--- config.mk ---
export PLATFORM = sky130hd
export DESIGN_NAME = t2c_maze_env
export DESIGN_NICKNAME = d
export VERILOG_FILES = /design/src/rtl/t2c_maze_env.sv
export SDC_FILE = /design/constraint.sdc
export NUM_CORES = 1
export LEC_CHECK = 0
export ABC_AREA = 1
export CORE_UTILIZATION = 44
export DETAILED_ROUTE_END_ITERATION = 8
export PLACE_DENSITY = 0.67
export SLEW_MARGIN = 20
export SYNTH_ARGS = -nofsm -noshare
export SYNTH_HDL_FRONTEND = slang
export SYNTH_SLANG_ARGS = --single-unit
--- constraint.sdc ---
create_clock -name clk -period 8.7 [get_ports clk]
set_clock_uncertainty 0.15 [all_clocks]
set_input_delay 1.305 -clock clk [delete_from_list [all_inputs] [get_ports clk]]
set_output_delay 1.305 -clock clk [all_outputs]
set_load 0.02 [all_outputs]
--- src/rtl/t2c_maze_env.sv ---
// Maze-side responder for the MazeSolver bot: wall map, bot pose tracking,
// wall sensors and run status/event counters.
module t2c_maze_env #(
    parameter int ROWS    = 9,
    parameter int COLS    = 9,
    parameter int START_X = 4,
    parameter int START_Y = 8,
    parameter int EXIT_X  = 4,
    parameter int EXIT_Y  = 0
) (
    input  logic        clk,
    input  logic        rst,
    input  logic        cfg_we,
    input  logic [6:0]  cfg_addr,
    input  logic [3:0]  cfg_walls,
    input  logic        cfg_start,
    input  logic [2:0]  move,
    output logic        left,
    output logic        mid,
    output logic        right,
    output logic [3:0]  pos_x,
    output logic [3:0]  pos_y,
    output logic [1:0]  heading,
    output logic        running,
    output logic        exit_reached,
    output logic        crash,
    output logic        bad_cmd,
    output logic [15:0] step_count,
    output logic [3:0]  deadend_count
);

    localparam int CELLS = ROWS * COLS;

    localparam logic [2:0] MV_STOP = 3'd0;
    localparam logic [2:0] MV_FWD  = 3'd1;
    localparam logic [2:0] MV_LEFT = 3'd2;
    localparam logic [2:0] MV_RGT  = 3'd3;
    localparam logic [2:0] MV_UTRN = 3'd4;

    localparam logic [1:0] DIR_N = 2'd0;
    localparam logic [1:0] DIR_E = 2'd1;
    localparam logic [1:0] DIR_S = 2'd2;
    localparam logic [1:0] DIR_W = 2'd3;

    typedef enum logic [1:0] {
        S_LOAD,
        S_RUN,
        S_DONE,
        S_FAULT
    } state_t;

    function automatic logic [6:0] cell_idx(logic [3:0] x, logic [3:0] y);
        return 7'(y) * 7'(COLS) + 7'(x);
    endfunction

    // Walls are packed {N,E,S,W}, so direction d lives at bit 3-d.
    function automatic logic wall_at(logic [3:0] w, logic [1:0] d);
        return w[2'd3 - d];
    endfunction

    logic [3:0] wall_mem [CELLS];

    state_t      state_q, state_d;
    logic [3:0]  x_q, x_d;
    logic [3:0]  y_q, y_d;
    logic [1:0]  hd_q, hd_d;
    logic        exit_q, exit_d;
    logic        crash_q, crash_d;
    logic        bad_q, bad_d;
    logic [15:0] steps_q, steps_d;
    logic [3:0]  dead_q, dead_d;

    logic [3:0]  cur_walls;
    logic [3:0]  tgt_walls;
    logic [6:0]  cur_idx;
    logic [6:0]  tgt_idx;
    logic [1:0]  tgt_dir;
    logic [3:0]  nx;
    logic [3:0]  ny;
    logic        off_grid;
    logic        blocked;
    logic        we_ok;

    assign we_ok = cfg_we && (state_q == S_LOAD) && (32'(cfg_addr) < CELLS);

    always_ff @(posedge clk) begin
        if (we_ok) begin
            wall_mem[cfg_addr] <= cfg_walls;
        end
    end

    always_comb begin
        tgt_dir = hd_q;
        unique case (move)
            MV_LEFT: tgt_dir = hd_q - 2'd1;
            MV_RGT:  tgt_dir = hd_q + 2'd1;
            MV_UTRN: tgt_dir = hd_q + 2'd2;
            default: tgt_dir = hd_q;
        endcase
    end

    always_comb begin
        nx       = x_q;
        ny       = y_q;
        off_grid = 1'b0;
        unique case (tgt_dir)
            DIR_N: begin
                ny       = y_q - 4'd1;
                off_grid = (y_q == 4'd0);
            end
            DIR_E: begin
                nx       = x_q + 4'd1;
                off_grid = (32'(x_q) == COLS - 1);
            end
            DIR_S: begin
                ny       = y_q + 4'd1;
                off_grid = (32'(y_q) == ROWS - 1);
            end
            DIR_W: begin
                nx       = x_q - 4'd1;
                off_grid = (x_q == 4'd0);
            end
            default: ;
        endcase
    end

    // Off-grid targets fall back to the current cell to keep the read in range.
    assign cur_idx   = cell_idx(x_q, y_q);
    assign tgt_idx   = off_grid ? cur_idx : cell_idx(nx, ny);
    assign cur_walls = wall_mem[cur_idx];
    assign tgt_walls = wall_mem[tgt_idx];
    assign blocked   = off_grid || wall_at(cur_walls, tgt_dir);

    always_comb begin
        state_d = state_q;
        x_d     = x_q;
        y_d     = y_q;
        hd_d    = hd_q;
        exit_d  = exit_q;
        crash_d = crash_q;
        bad_d   = bad_q;
        steps_d = steps_q;
        dead_d  = dead_q;
        unique case (state_q)
            S_LOAD: begin
                if (cfg_start) begin
                    state_d = S_RUN;
                    x_d     = 4'(START_X);
                    y_d     = 4'(START_Y);
                    hd_d    = DIR_N;
                    steps_d = 16'd0;
                    dead_d  = 4'd0;
                end
            end
            S_RUN: begin
                if (move > MV_UTRN) begin
                    bad_d   = 1'b1;
                    state_d = S_FAULT;
                end else if (move != MV_STOP) begin
                    if (blocked) begin
                        crash_d = 1'b1;
                        state_d = S_FAULT;
                    end else begin
                        x_d  = nx;
                        y_d  = ny;
                        hd_d = tgt_dir;
                        if (steps_q != 16'hFFFF) begin
                            steps_d = steps_q + 16'd1;
                        end
                        if (($countones(tgt_walls) == 3) && (dead_q != 4'hF)) begin
                            dead_d = dead_q + 4'd1;
                        end
                        if ((32'(nx) == EXIT_X) && (32'(ny) == EXIT_Y)) begin
                            exit_d  = 1'b1;
                            state_d = S_DONE;
                        end
                    end
                end
            end
            default: ;
        endcase
    end

    always_ff @(posedge clk) begin
        if (rst) begin
            state_q <= S_LOAD;
            x_q     <= 4'(START_X);
            y_q     <= 4'(START_Y);
            hd_q    <= DIR_N;
            exit_q  <= 1'b0;
            crash_q <= 1'b0;
            bad_q   <= 1'b0;
            steps_q <= 16'd0;
            dead_q  <= 4'd0;
        end else begin
            state_q <= state_d;
            x_q     <= x_d;
            y_q     <= y_d;
            hd_q    <= hd_d;
            exit_q  <= exit_d;
            crash_q <= crash_d;
            bad_q   <= bad_d;
            steps_q <= steps_d;
            dead_q  <= dead_d;
        end
    end

    assign mid           = wall_at(cur_walls, hd_q);
    assign right         = wall_at(cur_walls, hd_q + 2'd1);
    assign left          = wall_at(cur_walls, hd_q + 2'd3);
    assign pos_x         = x_q;
    assign pos_y         = y_q;
    assign heading       = hd_q;
    assign running       = (state_q == S_RUN);
    assign exit_reached  = exit_q;
    assign crash         = crash_q;
    assign bad_cmd       = bad_q;
    assign step_count    = steps_q;
    assign deadend_count = dead_q;

endmodule

==> results of run 1 <==
[stage by stage]
stage	utilization, %	hold slack, ns	instance area, sq um
2_1_floorplan	-	0.307	20200
3_3_place_gp	46.5	0.291	21100
3_5_place_dp	46.5	0.294	21100
4_1_cts	49.2	0.303	22300
5_1_grt	49.3	0.343	22300
6_report	49.3	0.305	22300
[synth_stat cells, types with 3 or more instances]
cell      instances
o21ai_2           3
ha_1             32
nand2_1         650
xnor2_1           6
inv_1           219
fa_1              5
nand4_1          27
buf_6             7
nor2_1          231
nor3_1            5
inv_2             4
or2_2             4
xor2_1            8
buf_1             7
dfxtp_1          35
edfxtp_1        324
a21oi_1          46
nand3_1         443
buf_4             8
o21ai_1          26
buf_2            87
clkbuf_1         34
o211ai_1        106
o21ai_0          79
[state kept, by name, summed over array words and instances, names as in the netlist]
signal and cells:
exit_reached 1, bad_cmd 1, crash 1, state_q 2, pos_y 4, pos_x 4, step_count 16, heading 2
deadend_count 4, wall_mem 324
[metal layers]
layer,vias up,part of all wire (%),GRT usage [%]
li1,8207,-,-
met1,8518,40,35.3
met2,1147,45,42.5
met3,180,11,4.94
met4,0,3.8,11.1
met5,-,0,0
[cells by family (layout without fill, tap and decap cells)]
family,count (synthesis),count (layout),synth area share (%)
AOI/OAI and AO/OA,271,271,8.21
xor gates and xnor gates,15,15,0.688
adders and majority gates,37,37,2.48
and+or+nand+nor,1375,1375,29.1
DFF,359,359,51.7
buffers and inverters,369,379,7.87
[final cells by class]
cell class / count / area (sq um)
multi-input cells: 1698 / 8230
clock inverters: 20 / 185
fillers: 4266 / 23000
repair buffers: 84 / 841
clock buffers: 51 / 1040
inverters: 224 / 842
well taps: 600 / 751
flip-flops and latches: 359 / 10400
[worst max path at each step]
stage                        to  cells after the start  startpoint  slack [ns]
4_1_cts        deadend_count[1]                     40     move[2]        0.78
5_1_grt        deadend_count[1]                     41     move[2]        0.17
2_1_floorplan  deadend_count[0]                     37     move[2]        1.38
6_report       deadend_count[1]                     40     move[2]        0.72
3_3_place_gp   deadend_count[2]                     41     move[2]        0.34
3_5_place_dp   deadend_count[1]                     40     move[2]        0.24
[critical path, delay by kind of cell]
kind	cells	cell delay, ns
AOI/OAI and AO/OA	7	1.21
xor gates and xnor gates	2	0.41
adders and majority gates	8	2.44
buffers and inverters	9	1.74
and+or+nand+nor	14	1.23
==> impl_metrics.tcl, run 1 <==
set metrics [dict create \
    die_y_um 216 \
    final_cells 3036 \
    pin_count 55 \
    cts.htree.levels 2 \
    hpwlAfterDp_um 38700 \
    holdPathStages 2 \
    slowest_delay_ns 0.48 \
    arrival_ns 8.31 \
    maxCapViolations 0 \
    syn_area_sq_mm 0.0202 \
    grt_usage_pct 26.5 \
    grt_pass1_vias 17400 \
    reg2reg_slack_ns 1.17 \
    port_buffers 54 \
    routedWlPerCell_um 20.7 \
    synth-async-reset-ratio_pct 0 \
    cts_tree "yes" \
    crit_slowest_cell "clkdlybuf4s50_1" \
    synth_area_leaders "edfxtp_1 (48%), nand2_1 (12%), nand3_1 (11%)" \
    setup_slack_ns 0.720 \
    clockBufferDepth 3 \
    fin_crit_sh_pct 91.7 \
    yosys_warnings 0 \
    cts_setup_buffers 0 \
    synthCells 2426 \
    drtIter0Drc 2468 \
    holdBufCountCts 0 \
    syn-num-nets 2481 \
    final_cell_mix "nand2_1 (648), nand3_1 (443), edfxtp_1 (324)" \
    path_common_cell "nand2_1" \
    fin_nets 2462 \
    r2r-end "deadend_count[1]" \
    initial_core_util_pct 44.6 \
    antenna_found_initial 0 \
    rows 78 \
    tightest_slew_ns 1.09 \
    ys_seq_elements 359 \
    required_ns 9.03 \
    hold_viol_final 0 \
    grt_max_degree 108 \
    firstDrtPassIters 6 \
    synth.avg_cell_area_sq_um 8.32 \
    end_kind "register" \
    maxSlewViolCount 0 \
    critPathMaxFanout 15 \
    die_area_sq_mm 0.0467 \
    place_ws_ns 0.240 \
    clk_pin_slew_ns 0.06 \
    dp_cells 2964 \
    clock_latency_ns 0.57 \
    status "complete, no violations" \
    routed_via_density 5.95 \
    slew_headroom_pct 26.8 \
    root_buffer "clkbuf_16" \
    via_count 18100 \
    hold_class "reg2reg" \
    synth_edf_count 324 \
    rsz0062_at_grt "no" \
    design.core.area_sq_mm 0.0453 \
    r2r-start "heading[0]" \
    finalSetupTns_ns 0 \
    num_antenna_cells 0 \
    final.min_clock_period_ns 7.98 \
    post_cts_resized 0 \
    areaGrowthSynthToFinish_pct 10.6 \
    grt_overflow 0 \
    routed_wl_um 62700 \
    ys.flop_type "edfxtp_1" \
    drive_gt1_share_pct 4.60 \
    synth_top_cell_by_area "edfxtp_1" \
    netlist.area_leader.share_pct 48.2 \
    r2r.worst_path.cells 40 \
    min_to "exit_reached" \
    criticalPathCategory "in2reg" \
    cts_made_buffers 40 \
    min_from "exit_reached" \
    fmax_mhz 125 \
    grt_pass1_wl_um 96700 \
    synth_cell_type_count 44 \
    ys_seq_area_share_pct 51.7 \
    routabilityCongestion 0.924 \
    clock-sinks 359 \
    ant_nets 0 \
    drcViolationCount 0 \
    die_x_um 216 \
    setup_violations 0 \
    startpoint_type "input port" \
    layout_commonest_cell "nand2_1" \
]
Power of run 1 is left out: the tool's default activity adds up to more than one toggle a clock period on the data nets, which glitch-free logic cannot reach.
==> run 2: changes to the inputs <==
--- a/config.mk
+++ b/config.mk
@@ -6,9 +6,9 @@
 export NUM_CORES = 1
 export LEC_CHECK = 0
 export ABC_AREA = 1
-export CORE_UTILIZATION = 44
+export CORE_UTILIZATION = 60
 export DETAILED_ROUTE_END_ITERATION = 8
-export PLACE_DENSITY = 0.67
+export PLACE_DENSITY = 0.85
 export SLEW_MARGIN = 20
 export SYNTH_ARGS = -nofsm -noshare
 export SYNTH_HDL_FRONTEND = slang
==> run 2 against run 1 <==
  * Via count increased by 1.5%
  * Critical endpoint unchanged
  * Hold slack about the same
  * Register-to-register slack improved by 0.27 ns
  * Die area decreased by 26%
  * Critical path depth decreased by 1
  * Critical path type unchanged
  * Highest routed layer unchanged
  * First-iteration DRC count increased by 21%
  * Final cell count decreased by 5.1%
==> impl_metrics.tcl, run 2 (same netlist as run 1, synthesis figures left out) <==
set metrics [dict create \
    fin_crit_sh_pct 88.7 \
    final.min_clock_period_ns 7.72 \
    drtIter0Drc 2989 \
    areaGrowthSynthToFinish_pct 9.40 \
    cts_made_buffers 40 \
    fmax_mhz 130 \
    holdBufCountCts 0 \
    die_x_um 185 \
    routabilityCongestion 0.962 \
    regMostFlops "wall_mem" \
    post_cts_resized 0 \
    setup_violations 0 \
    num-fill-cells 2614 \
    status "complete, no violations" \
    hold_class "reg2reg" \
    fin_nets 2462 \
    arrival_ns 8.04 \
    required_ns 9.02 \
    grt_util_met3_pct 7.31 \
    routed_wl_um 60900 \
    multi_input_area_sq_mm 0.00823 \
    die_y_um 185 \
    largest_reg_flops 324 \
    design.core.area_sq_mm 0.0328 \
    clk_pin_slew_ns 0.06 \
    final_cell_mix "nand2_1 (648), nand3_1 (443), edfxtp_1 (324)" \
    hold_viol_final 0 \
    criticalPathCategory "in2reg" \
    routedWlPerCell_um 21.2 \
    path_delay_family "adder cells" \
    grtUsageMet1_pct 47.4 \
    root_buffer "clkbuf_16" \
    antenna_found_initial 0 \
    die_area_sq_mm 0.0344 \
    firstDrtPassIters 6 \
    worst-path-buf-inv 8 \
    fin_util_pct 67.4 \
    finalSetupTns_ns 0 \
    clockBufferDepth 3 \
    grt_overflow 0 \
    crit_slowest_cell "clkdlybuf4s50_1" \
    ant_nets 0 \
    maxCapViolations 0 \
    path_common_cell "nand2_1" \
    grt_pass1_vias 17100 \
    rsz0062_at_grt "no" \
    rows 66 \
    port_buffers 54 \
    initial_core_util_pct 61.6 \
    routed_via_density 6.36 \
    via_count 18300 \
    startpoint_type "input port" \
    grt_pass1_wl_um 94100 \
    clock_latency_ns 0.55 \
    slowest_delay_ns 0.48 \
    grt_usage_pct 35.8 \
    pin_count 55 \
    slew_headroom_pct 24.9 \
    layout_commonest_cell "nand2_1" \
    critPathMaxFanout 15 \
    tightest_slew_ns 1.13 \
    cts_setup_buffers 0 \
    drcViolationCount 0 \
    register_area_sq_mm 0.0104 \
    hpwlAfterDp_um 37600 \
    setup_slack_ns 0.980 \
    cts_tree "yes" \
    cts.htree.levels 2 \
    clock-sinks 359 \
    drive_gt1_share_pct 4.64 \
    met2_usage_pct 55.9 \
    grt_max_degree 101 \
    busiest_layer "met2" \
    place_ws_ns 0.544 \
    maxSlewViolCount 0 \
    end_kind "register" \
]
run 2: cell count changes in the layout (fill, tap and decap cells not counted), sizes merged:
cell,change
diode,+1
clkinv,-2
clkbuf,+2
bufinv,-2
inv,+3
run 2: path summary, 6_finish.rpt:
| path | start | end | slack (ns) | cells after the start |
|---|---|---|---|---|
| setup / recovery | move[2] | deadend_count[1] | 0.98 | 39 |
| hold / removal | exit_reached | exit_reached | 0.31 | 2 |
| setup reg to reg | heading[0] | deadend_count[1] | 1.44 | 39 |
| hold reg to reg | exit_reached | exit_reached | 0.31 | 2 |
run 2: worst reg2reg max path, delay by kind of cell, from the launching register on:
kind                       cells  cell delay, ns
adders and majority gates      8            2.44
and+or+nand+nor               15            1.40
AOI/OAI and AO/OA              7            1.15
buffers and inverters          6            1.09
xor gates and xnor gates       3            0.55
DFF                            1            0.46
run 2: final cells by class:
type                       count  area share [%]
clock buffer                  53            4.75
inverter                     224            3.81
sequential                   359            47.2
multi-input combinational   1698            37.3
clock inverter                19           0.714
antenna                        1          0.0113
timing repair buffer          84            3.72
tap                          442            2.50
run 2: stage by stage:
step	area, sq um	hold slack, ns	instances
detailed placement	20900	0.297	2807
global placement	20900	0.289	2807
global route	22100	0.329	2879
finish	22100	0.305	2880
CTS	22100	0.306	2879
floorplan	20200	0.307	2426
run 2: per-layer routing:
| metal | share of wire, % | vias to the layer above |
|---|---|---|
| li1 | - | 8212 |
| met1 | 36 | 8390 |
| met2 | 45 | 1479 |
| met3 | 13 | 243 |
| met4 | 5.1 | 0 |
| met5 | 0 | - |
Power of run 2 is left out for the same reason.
